==> src/rtl/imm_pkg.sv <==
// Shared definitions for the immediate-extension decode stage:
// extension mode encodings and default field widths.
package imm_pkg;

    localparam int IMM_MODE_W = 2;

    localparam logic [IMM_MODE_W-1:0] MODE_SEXT     = 2'b00;
    localparam logic [IMM_MODE_W-1:0] MODE_ZEXT     = 2'b01;
    localparam logic [IMM_MODE_W-1:0] MODE_SEXT_SHL = 2'b10;
    localparam logic [IMM_MODE_W-1:0] MODE_UPPER    = 2'b11;

    localparam int DEF_N_IN  = 17;
    localparam int DEF_N_OUT = 32;
    localparam int DEF_SHIFT = 2;

endpackage

==> src/rtl/extend_core.sv <==
// Combinational immediate widener: sign, zero, sign-then-shift (branch
// offsets) and upper (lui-style) placement of an N_IN-bit field.
module extend_core
    import imm_pkg::*;
#(
    parameter int N_IN  = DEF_N_IN,
    parameter int N_OUT = DEF_N_OUT,
    parameter int SHIFT = DEF_SHIFT
) (
    input  logic [N_IN-1:0]       imm,
    input  logic [IMM_MODE_W-1:0] mode,
    output logic [N_OUT-1:0]      result
);

    logic [N_OUT-1:0] sext;
    logic [N_OUT-1:0] zext;
    logic [N_OUT-1:0] upper;

    assign sext[N_IN-1:0] = imm;
    assign zext[N_IN-1:0] = imm;

    for (genvar i = N_IN; i < N_OUT; i++) begin : g_upper
        assign sext[i] = imm[N_IN-1];
        assign zext[i] = 1'b0;
    end

    assign upper = {imm, {(N_OUT-N_IN){1'b0}}};

    always_comb begin
        result = sext;
        case (mode)
            MODE_SEXT:     result = sext;
            MODE_ZEXT:     result = zext;
            MODE_SEXT_SHL: result = sext << SHIFT;
            MODE_UPPER:    result = upper;
            default:       result = sext;
        endcase
    end

endmodule

==> src/rtl/imm_extend_pipe.sv <==
// Pipelined immediate-extension stage with valid/ready on both sides.
// A main register feeds the output; a skid register absorbs one extra item.
module imm_extend_pipe
    import imm_pkg::*;
#(
    parameter int N_IN  = DEF_N_IN,
    parameter int N_OUT = DEF_N_OUT,
    parameter int SHIFT = DEF_SHIFT
) (
    input  logic                  clock,
    input  logic                  reset,
    input  logic                  flush,
    input  logic                  in_valid,
    output logic                  in_ready,
    input  logic [N_IN-1:0]       in_imm,
    input  logic [IMM_MODE_W-1:0] in_mode,
    output logic                  out_valid,
    input  logic                  out_ready,
    output logic [N_OUT-1:0]      out_data
);

    if (N_IN < 1 || N_IN >= N_OUT || SHIFT < 0 || SHIFT >= N_OUT) begin : g_bad_params
        $error("imm_extend_pipe: need 1 <= N_IN < N_OUT and 0 <= SHIFT < N_OUT");
    end

    logic [N_OUT-1:0] ext;
    logic [N_OUT-1:0] main_data;
    logic [N_OUT-1:0] skid_data;
    logic             main_valid;
    logic             skid_valid;
    logic             accept;
    logic             drain;

    extend_core #(
        .N_IN  (N_IN),
        .N_OUT (N_OUT),
        .SHIFT (SHIFT)
    ) u_core (
        .imm    (in_imm),
        .mode   (in_mode),
        .result (ext)
    );

    // Ready depends only on the skid flop, so out_ready never reaches in_ready.
    assign in_ready  = ~skid_valid;
    assign accept    = in_valid && in_ready;
    assign drain     = main_valid && out_ready;
    assign out_valid = main_valid;
    assign out_data  = main_data;

    always_ff @(posedge clock) begin
        if (reset) begin
            main_valid <= 1'b0;
            skid_valid <= 1'b0;
            main_data  <= '0;
            skid_data  <= '0;
        end else if (flush) begin
            main_valid <= 1'b0;
            skid_valid <= 1'b0;
        end else if (!main_valid || drain) begin
            if (skid_valid) begin
                // in_ready is low whenever skid is occupied, so no input arrives here
                main_data  <= skid_data;
                main_valid <= 1'b1;
                skid_valid <= 1'b0;
            end else if (accept) begin
                main_data  <= ext;
                main_valid <= 1'b1;
            end else begin
                main_valid <= 1'b0;
            end
        end else if (accept) begin
            skid_data  <= ext;
            skid_valid <= 1'b1;
        end
    end

endmodule

==> config.mk <==
export PLATFORM = sky130hd
export DESIGN_NAME = imm_extend_pipe
export DESIGN_NICKNAME = d
export VERILOG_FILES = /design/src/rtl/imm_pkg.sv /design/src/rtl/extend_core.sv /design/src/rtl/imm_extend_pipe.sv
export SDC_FILE = /design/constraint.sdc
export NUM_CORES = 1
export LEC_CHECK = 0
export ABC_AREA = 1
export BUFFER_PORTS_ARGS = -buffer_cell sky130_fd_sc_hd__buf_2
export CAP_MARGIN = 0
export CORE_MARGIN = 1
export CORE_UTILIZATION = 40
export DETAILED_ROUTE_END_ITERATION = 10
export PLACE_DENSITY = 0.69
export SETUP_SLACK_MARGIN = 0.15
export SLEW_MARGIN = 20
export SYNTH_ARGS = -nofsm -noshare
export SYNTH_HDL_FRONTEND = slang
export SYNTH_HIERARCHICAL = 1
export SYNTH_SLANG_ARGS = --single-unit
==> constraint.sdc <==
create_clock -name clock -period 2.05 [get_ports clock]
set_clock_uncertainty 0.2 [all_clocks]
set_input_delay 0.205 -clock clock [delete_from_list [all_inputs] [get_ports clock]]
set_output_delay 0.205 -clock clock [all_outputs]
set_load 0.005 [all_outputs]
==> summary.md, run 1 <==
| Metric | Value |
|---|---|
| Post-Synth Adder-Cell Area | 0% |
| Crit Path Max Fanout | 32 |
| Core area | 0.00868 mm^2 |
| Initial antenna violation count | 0 |
| Max Root-Sink Buffers | 2 |
| XOR/XNOR share of the synthesized area | 0% |
| Drt initial violations | 185 |
| Clock-pin slew on the worst setup and hold paths | 0.07 ns |
| Synth area leaders | dfxtp_1, nand2_1, nor2_1, nand3_1, inv_1 |
| IO Pins | 58 |
| Crit Path Category | in2reg |
| Max-slew violations | 0 |
| Pleak | 2.08 nW |
| Wire length of the first global-routing pass | 14100 um |
| Max Cap Violations | 0 |
| Max incr delay on CP | 0.53 ns |
| Ys Warns | 6 |
| Post-layout min period | 1.67 ns |
| DRC | 0 |
| Sequential-to-total area share from yosys stat | 36.9% |
| Most Crowded Layer GR | met2 |
| Cells on Worst Hold Path | 4 |
| Final core occ | 46.9% |
| CTS Buf Count | 9 |
| Distinct cells, synth | 20 |
| Crit path arrival time | 1.74 ns |
| Hold Vio Cnt, Final | 0 |
| Fin Setup TNS | 0 ns |
| Post-Synth Simple-Gate Area | 42.1% |
| Initial core utilization | 41.2% |
| Mapped cell area | 0.00358 mm^2 |
| Synth top area share | 36.9% |
| Status | finished, final reports clean |
| Share of cells above drive strength 1 | 14.2% |
| CP required | 2.12 ns |
| Sink Count | 66 |
| Die width | 96.6 um |
| Leading area contributor after synthesis | dfxtp_1 |
| Sequential Area | 0.00132 mm^2 |
| FMAX | 0.601 GHz |
| Fillcell total | 937 |
| H-tree levels | 3 |
| Largest family of logic cells by synthesized area | simple AND/OR/NAND/NOR gates |
| Final nets | 652 |
| Avg Synthesized Cell Area | 6.09 um^2 |
| Most used cell, CP | nor2_1 |
| Worst-path cell chain | dlygate4sd3_1 -> buf_2 -> inv_1 -> nand3_1 -> nor2_2 -> buf_4 -> nor2_1 -> nor2_1 |
| Routed vias/inst | 4.72 |
| GR Layer Usage met3 | 3.99% |
| DP Wirelength | 5570 um |
| Chip Height | 96.6 um |
| Post-Syn Instances | 587 |
| Peak supply drop | 0.000325 V |
| Worst hold path class | in2reg |
| PortBufs | 57 |
| Grt met1 use | 25.3% |
| Multi-input logic area | 0.00171 mm^2 |
| All-layer global routing usage | 19.5% |
| GR met2 Demand/Resource | 31.6% |
| Hold path start | out_ready |
| Hold worst-path end | skid_valid |
| Worst-Margin Slew | 0.363 ns |
| Critical Path Source Type | primary input |
| Pin count of the biggest net entering global routing | 66 |
| R2r worst-path depth | 6 |
| Row cnt | 34 |
| Power Density | 721 mW/mm^2 |
| Setup slack at placement | 0.365 ns |
| Vias | 3496 |
| Die ar. | 0.00932 mm^2 |
| Post-DR wirelength/cell | 11.2 um |
| Clock Tree Root | clkbuf_8 |
| Reg-to-Reg Start | out_valid |
| Rel. slew slack | 75.8% |
| Worst path depth | 8 |
| 1st-pass router iterations | 4 |
| GPL Wtd Cong | 0.857 |
| Synthesized flop and latch total | 66 |
| Final WL | 8320 um |
| Vias in the first global route | 3108 |
| Critical path's top delay family | buffers and inverters |
| Grt total ovfl | 0 |
| TritonCTS clock tree | done |
| Syn Nets | 611 |
| Worst reg2reg setup slack | 0.51 ns |
| Final-report setup violation count | 0 |
| Worst setup margin | 0.385 ns |
| Skew-Pair Late Insertion Delay | 0.34 ns |
| Tcrit/Tclk final | 81.2% |
| ANT nets after route | 0 |
| Area growth syn-to-layout | 13.8% |
| Reg2reg end | skid_data[5] |
| Post-synthesis compound-gate area fraction | 5.81% |
| Mux contribution to synthesized area | 0% |
| CP Buf/Inv Count | 4 |
| Crit. End Element | flip-flop |
| Slowest stage cell, crit path | dlygate4sd3_1 |
| Number of diodes | 0 |
| RSZ-0062 raised after global routing | no |
## worst min-delay path, cell delays in order
cell	delay, ns
buf_2	0.07
inv_1	0.03
nand2_1	0.19
nor2_1	0.08
## synthesized netlist by cell type
cell	instances
nand2_1	149
nor2_1	133
nand3_1	77
inv_1	73
dfxtp_1	66
o21ai_0	40
buf_2	13
buf_4	10
buf_6	7
clkbuf_1	5
buf_1	4
inv_2	2
inv_4	1
nand2_2	1
nand2_4	1
nand3_2	1
nand3_4	1
nor2_2	1
nor2_4	1
o31ai_1	1
## how the worst max path moves through the flow
stage,endpoint,from
3_3_place_gp,out_data[26],in_mode[0]
6_report,skid_data[20],flush
2_1_floorplan,skid_data[10],out_valid
3_5_place_dp,out_data[26],in_mode[1]
4_1_cts,skid_data[20],flush
5_1_grt,skid_data[4],flush
## routing by layer
metal  part of all wire [%]  routed length [um]
met4                   0.76                  63
met1                     49                4060
met3                    5.0                 415
met5                      0                   0
met2                     45                3780
## state kept, by name, indices dropped and copies added, names as in the netlist
signal and cells:
out_valid 1, out_data 32, skid_data 32, skid_valid 1
## placed cells by master (no fill, tap or decap), types with 2 or more instances in the layout
| cell type | n |
|---|---|
| nand2_1 | 149 |
| nor2_1 | 133 |
| nand3_1 | 77 |
| inv_1 | 72 |
| dfxtp_1 | 66 |
| buf_2 | 57 |
| o21ai_0 | 40 |
| clkbuf_8 | 12 |
| buf_4 | 8 |
| inv_2 | 2 |
| dlygate4sd3_1 | 2 |
| buf_12 | 2 |
## logic make-up (layout without fill, tap and decap cells)
kind of cell           Yosys count  after routing
AND/OR/NAND/NOR                365            365
flip-flops                      66             66
AO/OA/AOI/OAI                   41             41
buffers and inverters          115            160
## per-stage QoR
| stage | area [um^2] | power (W) | hold WS, ns | cells |
|---|---|---|---|---|
| after CTS | 4070 | 0.00297 | 0.0646 | 740 |
| after floorplan | 3580 | 0.00170 | 0.108 | 587 |
| final | 4070 | 0.00293 | 0.0835 | 740 |
| after detailed placement | 3840 | 0.00183 | 0.222 | 723 |
| after global routing | 4070 | 0.00309 | 0.0995 | 740 |
| after global placement | 3840 | 0.00182 | 0.216 | 723 |
## cell type report
cell class	count	area share [%]
well taps	108	3.32
repair buffers	69	9.97
inverters	76	7.07
flip-flops and latches	66	32.5
clock inverters	2	0.861
multi-input cells	406	42.1
clock buffers	13	4.15
## repair_timing
action | in CTS | in global routing
setup buffers | 0 | 0
hold endpoints to repair | 1 | 0
gates resized for setup | 0 | 0
hold buffers | 2 | 0
## power breakdown
| group | switching [W] | internal, W |
|---|---|---|
| sequential | 0.0000246 | 0.00134 |
| combinational | 0.000274 | 0.000163 |
| clock | 0.000479 | 0.000654 |
Power figures use the tool's default switching activity.
==> inputs of run 2 (changes only) <==
==> constraint.sdc (replaced) <==
create_clock -name clock -period 1.7 [get_ports clock]
set_clock_uncertainty 0.2 [all_clocks]
set_input_delay 0.17 -clock clock [delete_from_list [all_inputs] [get_ports clock]]
set_output_delay 0.17 -clock clock [all_outputs]
set_load 0.005 [all_outputs]
==> run 2 against run 1 <==
  * Sequential power increased by 21%
  * Non-clock buffer count up 6
  * Cell area increased by 3.4%
  * Global-route usage decreased by 0.19 points
  * Worst hold slack got worse by 0.0034 ns
  * Final cell count increased by 0.81%
==> summary.md, run 2 (synthesized netlist as in run 1, its figures left out) <==
| Metric | Value |
|---|---|
| Status | finished, final reports clean |
| Crit Path Max Fanout | 8 (-75%) |
| Area growth syn-to-layout | 17.6% |
| Peak supply drop | 0.000472 V (+45%) |
| Die width | 96.6 um (unchanged) |
| Row cnt | 34 (unchanged) |
| Pleak | 2.14 nW (+2.7%) |
| Crit Path Category | reg2reg |
| Leading cell types in the layout, fill and taps excluded | nand2_1, nor2_1, nand3_1, inv_1, dfxtp_1 |
| Final-report setup violation count | 0 (unchanged) |
| Worst reg2reg setup slack | 0.21 ns (-0.30 ns) |
| Hold Vio Cnt, Final | 0 (unchanged) |
| GPL Wtd Cong | 0.906 (+5.7%) |
| R2r worst-path depth | 7 (+1) |
| RSZ-0062 raised after global routing | yes |
| Core area | 0.00868 mm^2 (unchanged) |
| H-tree levels | 3 (unchanged) |
| FMAX | 0.673 GHz |
| Critical Path Source | out_valid |
| Final nets | 658 (+0.92%) |
| Pin count of the biggest net entering global routing | 66 (unchanged) |
| PortBufs | 57 (unchanged) |
| Dpl cells | 726 (+0.41%) |
| Tcrit/Tclk final | 87.4% |
| Initial antenna violation count | 0 (unchanged) |
| Post-layout min period | 1.49 ns |
| Routed vias/inst | 4.64 (-1.9%) |
| DP Wirelength | 5520 um (-0.82%) |
| Clock-pin slew on the worst setup and hold paths | 0.07 ns (about the same) |
| Max-slew violations | 0 (unchanged) |
| Worst hold path class | in2reg |
| Final non-filler cell total | 746 (+0.81%) |
| Chip Height | 96.6 um (unchanged) |
| Power Density | 846 mW/mm^2 (+17%) |
| Critical Path Source Type | flip-flop |
| IO Pins | 58 (unchanged) |
| Clock Tree Root | clkbuf_8 |
| Rel. slew slack | 77.5% (+1.7 points) |
| Skew-Pair Late Insertion Delay | 0.34 ns (about the same) |
| TritonCTS clock tree | done |
| Drt initial violations | 165 (-11%) |
| 1st-pass router iterations | 4 (unchanged) |
| ANT nets after route | 0 (unchanged) |
| Die ar. | 0.00932 mm^2 (unchanged) |
| Vias in the first global route | 3145 (+1.2%) |
| Wire length of the first global-routing pass | 14000 um (-0.79%) |
| Grt total ovfl | 0 (unchanged) |
| Final WL | 8550 um (+2.7%) |
| Number of diodes | 0 (unchanged) |
| Crit. End Element | flip-flop |
| Crit path arrival time | 1.53 ns (-0.21 ns) |
| All-layer global routing usage | 19.3% (-0.19 points) |
| DRC | 0 (unchanged) |
| Max Cap Violations | 0 (unchanged) |
| Initial core utilization | 41.2% (unchanged) |
| CTS Buf Count | 9 (unchanged) |
| Worst setup endpoint | skid_data[9] |
| Vias | 3458 (-1.1%) |
| Share of cells above drive strength 1 | 15.2% (+0.96 points) |
| CP required | 1.74 ns (-0.38 ns) |
| Post-DR wirelength/cell | 11.5 um (+1.9%) |
| Worst-Margin Slew | 0.337 ns (-0.0261 ns) |
| Reg-to-Reg Start | out_valid |
| Sink Count | 66 (unchanged) |
| Leading cell type in the layout, fill and taps excluded | nand2_1 |
| Max Root-Sink Buffers | 2 (unchanged) |
| Reg2reg end | skid_data[9] |
| Fin Setup TNS | 0 ns (unchanged) |
[run 2: what timing repair did]
item                       4_1_cts  5_1_grt
cloned                           0        2
buffers inserted                 0        1
resized for setup                2        9
hold endpoints to repair         1        0
pin swaps                        0        1
hold buffers                     2        0
setup endpoints to repair       21       37
[run 2: worst min path at each step]
| stage | to | slack (ns) | depth (start not counted) | start |
|---|---|---|---|---|
| final | out_valid | 0.08 | 5 | in_valid |
| after CTS | out_valid | 0.05 | 5 | in_valid |
| after floorplan | out_valid | 0.07 | 1 | reset |
| after global placement | out_valid | 0.18 | 2 | reset |
| after detailed placement | out_valid | 0.19 | 2 | reset |
| after global routing | skid_valid | 0.11 | 5 | in_valid |
[run 2: cell type report]
type | count | area [um^2]
Tap cell | 108 | 135
Sequential cell | 66 | 1320
Fill cell | 895 | 4470
Clock buffer | 13 | 169
Multi-Input combinational cell | 406 | 1730
Timing Repair Buffer | 75 | 531
Inverter | 76 | 288
Clock inverter | 2 | 35.0
[run 2: per-layer routing]
| metal | up-vias | track usage [%] | part of all wire (%) |
|---|---|---|---|
| met4 | 0 | 9.19 | 2.3 |
| met5 | - | 0 | 0 |
| met2 | 74 | 31.4 | 46 |
| met1 | 1500 | 24.5 | 47 |
| li1 | 1867 | - | - |
| met3 | 17 | 3.52 | 4.6 |
[run 2: through the flow]
stage	cell area, um^2	utilization, %	power (W)	hold slack (ns)	setup slack (ns)
3_5_place_dp	3890	44.8	0.00221	0.193	-0.0241
2_1_floorplan	3580	-	0.00205	0.0735	0.338
4_1_cts	4120	47.5	0.00358	0.0489	0.159
3_3_place_gp	3890	44.8	0.00220	0.180	0.0509
6_report	4210	48.5	0.00356	0.0800	0.214
5_1_grt	4210	48.5	0.00375	0.108	0.150
[run 2: power by group]
part	switching [W]	total, W	internal [W]
registers	0.0000299	0.00164	0.00161
clock network	0.000569	0.00136	0.000788
logic	0.000339	0.000556	0.000216
total	0.000939	0.00356	0.00262
[run 2: worst max-delay path: stages, from the launching register on]
cell and delay (ns):
dfxtp_1 0.33, nand2_1 0.11, buf_4 0.18, nor2_4 0.16, buf_4 0.21, nand3_1 0.09
nand2_1 0.06, nor2_1 0.04
